File: src/rtl/drive_pwm_ctrl.sv
// drive_pwm_ctrl -- two-motor drive controller.
//   Shared PWM timebase, line-follow steering decode, collision hold-off,
//   tone-commanded junction turns and a reversible (backwards-track) mode.
//   Every output is registered: one clock from inputs/counter to pins.
//
// Optional feature: define SOFT_START_EN to ramp the applied duty from 0 up to
//   the target in FULL_PCT/8 % steps per PWM period after reset and on every
//   entry into FWD or TURN. Stop/coast codes snap the ramp back to 0.
//
// Ports
//   clk          system clock
//   rst          synchronous, active-high reset
//   dir_ctrl     [3:2] side 00 straight/01 left/10 right/11 stop; [1:0] 00 none/01 veer/11 pivot
//   col_detect   collision present (level, highest priority after rst)
//   junction     junction reached (level, sampled in FWD only)
//   td_en        tone decision valid (level, used in JUNCTION only)
//   td_dir       tone decision: 00 STRAIGHT, 01 LEFT, 10 RIGHT, 11 BACK
//   hb_en_a/b    left/right H-bridge enables (PWM)
//   hb_in1..4    H-bridge direction pins
//   state        00 FWD, 01 COLLISION, 10 JUNCTION, 11 TURN
//   reversed     1 = driving the track backwards
//   period_tick  one-cycle pulse following the PWM counter wrap
module drive_pwm_ctrl #(
    parameter int unsigned CLK_HZ       = 50_000_000,
    parameter int unsigned PWM_HZ       = 80,
    parameter int unsigned FULL_PCT     = 80,
    parameter int unsigned VEER_PCT     = 20,
    parameter int unsigned TURN_PERIODS = 40,
    parameter int unsigned COL_HOLD     = 8,
    parameter int unsigned CNT_W        = 20
) (
    input  logic       clk,
    input  logic       rst,
    input  logic [3:0] dir_ctrl,
    input  logic       col_detect,
    input  logic       junction,
    input  logic       td_en,
    input  logic [1:0] td_dir,
    output logic       hb_en_a,
    output logic       hb_en_b,
    output logic       hb_in1,
    output logic       hb_in2,
    output logic       hb_in3,
    output logic       hb_in4,
    output logic [1:0] state,
    output logic       reversed,
    output logic       period_tick
);

    localparam int unsigned PERIOD = CLK_HZ / PWM_HZ;
    localparam logic [CNT_W-1:0] CNT_LAST = CNT_W'(PERIOD - 1);
    localparam logic [CNT_W-1:0] FULL_TH  = CNT_W'(PERIOD * FULL_PCT / 100);
    localparam logic [CNT_W-1:0] VEER_TH  = CNT_W'(PERIOD * VEER_PCT / 100);
    localparam int unsigned HOLD_W = (COL_HOLD > 1) ? $clog2(COL_HOLD) : 1;
    localparam int unsigned TURN_W = $clog2(TURN_PERIODS + 1);
    localparam logic [HOLD_W-1:0] HOLD_LAST = HOLD_W'(COL_HOLD - 1);
    localparam logic [TURN_W-1:0] TURN_LAST = TURN_W'(TURN_PERIODS);

    typedef enum logic [1:0] {
        ST_FWD  = 2'b00,
        ST_COL  = 2'b01,
        ST_JCT  = 2'b10,
        ST_TURN = 2'b11
    } state_e;

    typedef enum logic [1:0] {
        DUTY_OFF,
        DUTY_VEER,
        DUTY_FULL
    } duty_e;

    logic [CNT_W-1:0]  cnt_q;
    logic              tick;
    state_e            state_q, state_d;
    logic              reversed_q, reversed_d;
    logic              armed_q, armed_d;
    logic [HOLD_W-1:0] hold_q, hold_d;
    logic [TURN_W-1:0] turn_q, turn_d;
    logic [1:0]        tdir_q, tdir_d;
    logic              en_a_q, en_a_d;
    logic              en_b_q, en_b_d;
    logic [3:0]        pins_q, pins_d;   // {in1, in2, in3, in4}
    logic              tick_q;

    logic [3:0]        code;
    logic [3:0]        pins_raw;
    logic              hold_pins;
    duty_e             sel_a, sel_b;
    logic              full_pwm, veer_pwm;
    logic              full_eff, veer_eff;

    assign tick     = (cnt_q == CNT_LAST);
    assign full_pwm = (cnt_q < FULL_TH);
    assign veer_pwm = (cnt_q < VEER_TH);

    // Next-state logic. Collision overrides everything; a pending
    // junction/turn is discarded simply by leaving those states.
    always_comb begin
        state_d    = state_q;
        reversed_d = reversed_q;
        armed_d    = armed_q | ~junction;
        hold_d     = hold_q;
        turn_d     = turn_q;
        tdir_d     = tdir_q;
        if (col_detect) begin
            state_d = ST_COL;
            hold_d  = '0;
        end else begin
            case (state_q)
                ST_FWD: begin
                    if (junction && armed_q) begin
                        state_d = ST_JCT;
                        armed_d = 1'b0;
                    end
                end
                ST_COL: begin
                    if (tick) begin
                        if (hold_q == HOLD_LAST) begin
                            state_d = ST_FWD;
                            hold_d  = '0;
                        end else begin
                            hold_d = hold_q + 1'b1;
                        end
                    end
                end
                ST_JCT: begin
                    if (td_en) begin
                        tdir_d = td_dir;
                        if (td_dir == 2'b11) begin
                            reversed_d = ~reversed_q;
                            state_d    = ST_FWD;
                        end else begin
                            state_d = ST_TURN;
                            turn_d  = '0;
                        end
                    end
                end
                default: begin
                    // First tick closes the partial entry period; the next
                    // TURN_PERIODS ticks are the counted full periods.
                    if (tick) begin
                        if (turn_q == TURN_LAST) begin
                            state_d = ST_FWD;
                            turn_d  = '0;
                        end else begin
                            turn_d = turn_q + 1'b1;
                        end
                    end
                end
            endcase
        end
    end

    // Drive decode in forward polarity. A turn reuses the steering table by
    // substituting the matching straight/pivot code.
    always_comb begin
        code      = dir_ctrl;
        sel_a     = DUTY_OFF;
        sel_b     = DUTY_OFF;
        pins_raw  = 4'b0000;
        hold_pins = 1'b1;
        if (state_d == ST_TURN) begin
            case (tdir_d)
                2'b01:   code = 4'b0111;
                2'b10:   code = 4'b1011;
                default: code = 4'b0000;
            endcase
        end
        if (state_d == ST_FWD || state_d == ST_TURN) begin
            hold_pins = 1'b0;
            casez (code)
                4'b11??: pins_raw = 4'b0000;
                4'b0000: begin sel_a = DUTY_FULL; sel_b = DUTY_FULL; pins_raw = 4'b0110; end
                4'b0101: begin sel_a = DUTY_VEER; sel_b = DUTY_FULL; pins_raw = 4'b0110; end
                4'b1001: begin sel_a = DUTY_FULL; sel_b = DUTY_VEER; pins_raw = 4'b0110; end
                4'b0111: begin sel_a = DUTY_FULL; sel_b = DUTY_FULL; pins_raw = 4'b1010; end
                4'b1011: begin sel_a = DUTY_FULL; sel_b = DUTY_FULL; pins_raw = 4'b0101; end
                default: hold_pins = 1'b1;
            endcase
        end
    end

`ifdef SOFT_START_EN
    logic [3:0] ramp_q, ramp_d;
    logic       ramp_ok;
    logic       coast;

    assign coast = (state_d == ST_FWD || state_d == ST_TURN) &&
                   (sel_a == DUTY_OFF) && (sel_b == DUTY_OFF);

    // ramp_d counts 0..8 steps of FULL_PCT/8 %; the duty limit is compared
    // without a divider: cnt < floor(X/800)  <=>  800*(cnt+1) <= X.
    always_comb begin
        ramp_d = ramp_q;
        if (tick && ramp_q != 4'd8) begin
            ramp_d = ramp_q + 4'd1;
        end
        if ((state_d != state_q) && (state_d == ST_FWD || state_d == ST_TURN)) begin
            ramp_d = '0;
        end
        if (coast) begin
            ramp_d = '0;
        end
        ramp_ok  = ((64'(cnt_q) + 64'd1) * 64'd800) <=
                   (64'(PERIOD) * 64'(FULL_PCT) * 64'(ramp_d));
        full_eff = full_pwm & ramp_ok;
        veer_eff = veer_pwm & ramp_ok;
    end

    always_ff @(posedge clk) begin
        if (rst) begin
            ramp_q <= '0;
        end else begin
            ramp_q <= ramp_d;
        end
    end
`else
    always_comb begin
        full_eff = full_pwm;
        veer_eff = veer_pwm;
    end
`endif

    // Reversal mirrors the track: each pin pair swaps and the A/B duty
    // sources exchange. Held pins keep their registered value untouched.
    always_comb begin
        duty_e src_a;
        duty_e src_b;
        src_a  = reversed_d ? sel_b : sel_a;
        src_b  = reversed_d ? sel_a : sel_b;
        pins_d = pins_q;
        if (!hold_pins) begin
            pins_d = reversed_d ? {pins_raw[2], pins_raw[3], pins_raw[0], pins_raw[1]}
                                : pins_raw;
        end
        en_a_d = (src_a == DUTY_FULL) ? full_eff : (src_a == DUTY_VEER) ? veer_eff : 1'b0;
        en_b_d = (src_b == DUTY_FULL) ? full_eff : (src_b == DUTY_VEER) ? veer_eff : 1'b0;
    end

    always_ff @(posedge clk) begin
        if (rst) begin
            cnt_q      <= '0;
            state_q    <= ST_FWD;
            reversed_q <= 1'b0;
            armed_q    <= 1'b1;
            hold_q     <= '0;
            turn_q     <= '0;
            tdir_q     <= '0;
            en_a_q     <= 1'b0;
            en_b_q     <= 1'b0;
            pins_q     <= '0;
            tick_q     <= 1'b0;
        end else begin
            cnt_q      <= tick ? '0 : cnt_q + 1'b1;
            state_q    <= state_d;
            reversed_q <= reversed_d;
            armed_q    <= armed_d;
            hold_q     <= hold_d;
            turn_q     <= turn_d;
            tdir_q     <= tdir_d;
            en_a_q     <= en_a_d;
            en_b_q     <= en_b_d;
            pins_q     <= pins_d;
            tick_q     <= tick;
        end
    end

    assign hb_en_a     = en_a_q;
    assign hb_en_b     = en_b_q;
    assign hb_in1      = pins_q[3];
    assign hb_in2      = pins_q[2];
    assign hb_in3      = pins_q[1];
    assign hb_in4      = pins_q[0];
    assign state       = state_q;
    assign reversed    = reversed_q;
    assign period_tick = tick_q;

endmodule

File: config.mk
export PLATFORM = sky130hd
export DESIGN_NAME = drive_pwm_ctrl
export DESIGN_NICKNAME = d
export VERILOG_FILES = /design/src/rtl/drive_pwm_ctrl.sv
export SDC_FILE = /design/constraint.sdc
export NUM_CORES = 1
export LEC_CHECK = 0
export ABC_CLOCK_PERIOD_IN_PS = 6100
export CORE_MARGIN = 1
export CORE_UTILIZATION = 48
export DETAILED_ROUTE_END_ITERATION = 12
export PLACE_DENSITY = 0.71
export SETUP_SLACK_MARGIN = 0.1
export SLEW_MARGIN = 40
export SYNTH_ARGS = -nofsm -noshare
export SYNTH_HDL_FRONTEND = slang
export SYNTH_SLANG_ARGS = --single-unit
File: constraint.sdc
create_clock -name clk -period 6.1 [get_ports clk]
set_clock_uncertainty 0.2 [all_clocks]
set_input_delay 1.525 -clock clk [delete_from_list [all_inputs] [get_ports clk]]
set_output_delay 1.525 -clock clk [all_outputs]
set_load 0.005 [all_outputs]
==> results.md <==
* Outcome: complete, no violations
* Final net count at 325
* Setup bufs post-CTS at 0
* Largest net degree at the start of global routing at 23
* Io pins at 21
* Main flop type after synthesis: dfxtp_1
* Synthesized area per cell at 8.71 µm²
* Post-cts hold buffer count at 0
* Gr usage total at 0.195
* Endpoints failing setup at 0
* RSZ-0062 raised after global routing: false
* Commonest cells post-synth: dfxtp_1 (42), nor2_1 (40), nand2_1 (21), xor2_1 (15), mux2i_1 (12)
* Ranking of synthesized cells by area: dfxtp_1 (33%), nor2_1 (5.9%), xor2_1 (5.2%)
* Worst relative slew slack at 0.495
* Fin crit period at 4.61 ns
* CP Launch Type: input pin
* Die Wd at 74.7 µm
* Vias in the first global route at 1873
* CTS max path bufs at 2
* Area grow syn2layout at 11.8%
* Achievable Freq at 0.217 GHz
* CP Data Required Time at a little over 6 ns
* # rows at 26
* Mapped cell area at 2530 µm²
* Cells on worst reg2reg path at 10
* Met2 WL post-DR at between 2 and 2.5 mm
* Warning count from the yosys run at 0
* Worst-Skew Late Latency at 0.29 ns
* Hold Crit Class: flop to flop
* Synth area leader: dfxtp_1
* Crit path to: pins_q[3]
* Drt pass-1 iters at 4
* Wirelength per Cell at 13.8 µm
* Initial drt markers at 50
* Pleak at 1.04 nW
* Die height at 74.7 µm
* VDD IR max at ~0.00012 V
* Gpl congestion at 0.891
* I/O Buffers at 20
* Worst-margin pin slew at around 0.76 ns
* Async set-or-reset flop fraction in the synthesized netlist at 0
* Hold Violations, Final at 0
* Reg2Reg Capture Point: pins_q[3]
* Buf+Inv Stages, Crit Path at 1
* Nature of the critical path endpoint: flop
* PostCTS Resize Cnt at 0
* Initial core utilization at 0.496
* Vias per cell at 5.62
* Die area at approximately 5600 µm²
* Synthesized instance count at about 290
* CP Max Fanout at 22
* R2r setup slk at roughly 2.0 ns
* Post-synthesis sequential area ratio at 0.332
* Number of max-cap violations at 0
* # H-tree levels at 2
* Critical Path Slowest Stage Cell: or4b_2
* Top Layer Used: met4
* Clock Tree Root: clkbuf_8
* Fraction of the cycle the final worst path needs at 0.756
* Met3 Wirelength at 150 µm
* Synthesized Nets at 310
* Flop and latch count out of synthesis at 42
* Global-route wire length before repair at 8.45 mm
* CP peak stage delay at 0.78 ns
* CTS sink cnt at 42
* CTS tree: built
* Critical path arrival at between 4 and 5 ns
* Power per cell area at 189 nW/µm²
* GRT Residual Overflow at 0
* Fill cells at 492
* Via count at between 2000 and 2500
* Crit-path cells: clkdlybuf4s50_1, nand2_1, nand3_1, a21bo_2, a21oi_1, nand2_1, ha_1, or4b_2, o21ai_0, a21oi_1, a211o_1
* Worst-path clk slew at 0.08 ns
* Detailed Place HPWL at 3.79 mm
* Max-slew violations at 0
* Remaining antenna violation count after routing at 0
* Yosys top cell area share at 0.332
* Post-Route M1 WL at 2.66 mm
* Setup TNS at 0 ns
* CTS Buf Count at 5
* Core area at 5110 µm²
* Worst setup startpoint: td_dir[1]
* Netlist cell types at 63
* CP Depth at 11
* Ant. Diodes at 0
* Antenna violations before repair at 0
* CP top delay family: simple AND/OR/NAND/NOR gates
* EDFF count, synth at 0
* DRT Wirelength at 5.21 mm
* Pwr Total at 0.535 mW
* Setup CP Type: input pin to flop
* Drc violations at 0
* Count leader, synth: dfxtp_1
* Worst r2r src: cnt_q[9]
* Share of cells above drive strength 1 at 0.0977
power breakdown:
group / internal [mW] / total, mW / switching [mW]
Sequential: 0.279 / 0.285 / 0.00549
Clock: 0.0914 / 0.185 / 0.0937
Combinational: 0.0313 / 0.0653 / 0.0340
through the flow:
stage	hold slack (ns)	setup slack, ns	cell area [µm²]	util	cells
detailed placement	0.253	1.18	2740	0.537	369
global route	0.286	1.26	2830	0.555	377
CTS	0.274	1.49	2830	0.555	377
finish	0.271	1.49	2830	0.555	377
global placement	0.243	1.25	2740	0.537	369
floorplan	0.226	2.09	2530	-	291
logic make-up (layout without fill, tap and decap cells):
kind of cell,Yosys count,in the layout,synth area share
AOI/OAI and AO/OA,51,51,0.150
DFF,42,42,0.332
and+or+nand+nor,133,133,0.305
adders and majority gates,8,8,0.0395
xor gates and xnor gates,22,22,0.0761
muxes,13,13,0.0519
buffers and inverters,22,38,0.0464
metal layers:
| layer | track usage | up-vias |
|---|---|---|
| li1 | - | 1084 |
| met1 | 0.276 | 997 |
| met2 | 0.307 | 32 |
| met3 | 0.0361 | 4 |
| met4 | 0.0482 | 0 |
| met5 | 0 | - |
registers in the layout, indices dropped and copies added (netlist names):
signal / flops
period_tick: 1
hb_en_a: 1
pins_q: 4
state: 2
hold_q: 3
cnt_q: 20
turn_q: 6
tdir_q: 2
hb_en_b: 1
reversed: 1
armed_q: 1
how the worst min path moves through the flow:
stage | start | end | cells after the start
floorplan | cnt_q[0] | cnt_q[0] | 1
global placement | cnt_q[0] | cnt_q[0] | 1
detailed placement | pins_q[2] | pins_q[2] | 1
CTS | cnt_q[0] | cnt_q[0] | 1
global route | pins_q[2] | pins_q[2] | 1
finish | cnt_q[0] | cnt_q[0] | 1
placed cells by master, fill, tap and decap left out, types with 5 or more instances in the layout:
cell type	netlist	layout
dfxtp_1	42	42
nor2_1	40	40
nand2_1	21	21
clkdlybuf4s50_1	0	20
xor2_1	15	15
mux2i_1	12	12
nand3_1	11	11
o21ai_0	11	11
inv_1	10	10
nand4_1	8	8
ha_1	8	8
o31ai_1	7	7
xnor2_1	7	7
nor3_1	6	6
clkbuf_8	2	6
a21oi_1	5	5
and3_1	5	5
cell type report:
type / instances / area, µm² / share of cell area
clock buffers: 7 / 86.3 / 0.0305
multi-input cells: 227 / 1580 / 0.556
inverters: 10 / 37.5 / 0.0133
flip-flops and latches: 42 / 841 / 0.297
repair buffers: 20 / 200 / 0.0707
well taps: 70 / 87.6 / 0.0309
clock inverters: 1 / 5.00 / 0.00177
No activity file was read; power rests on OpenSTA's default activity.
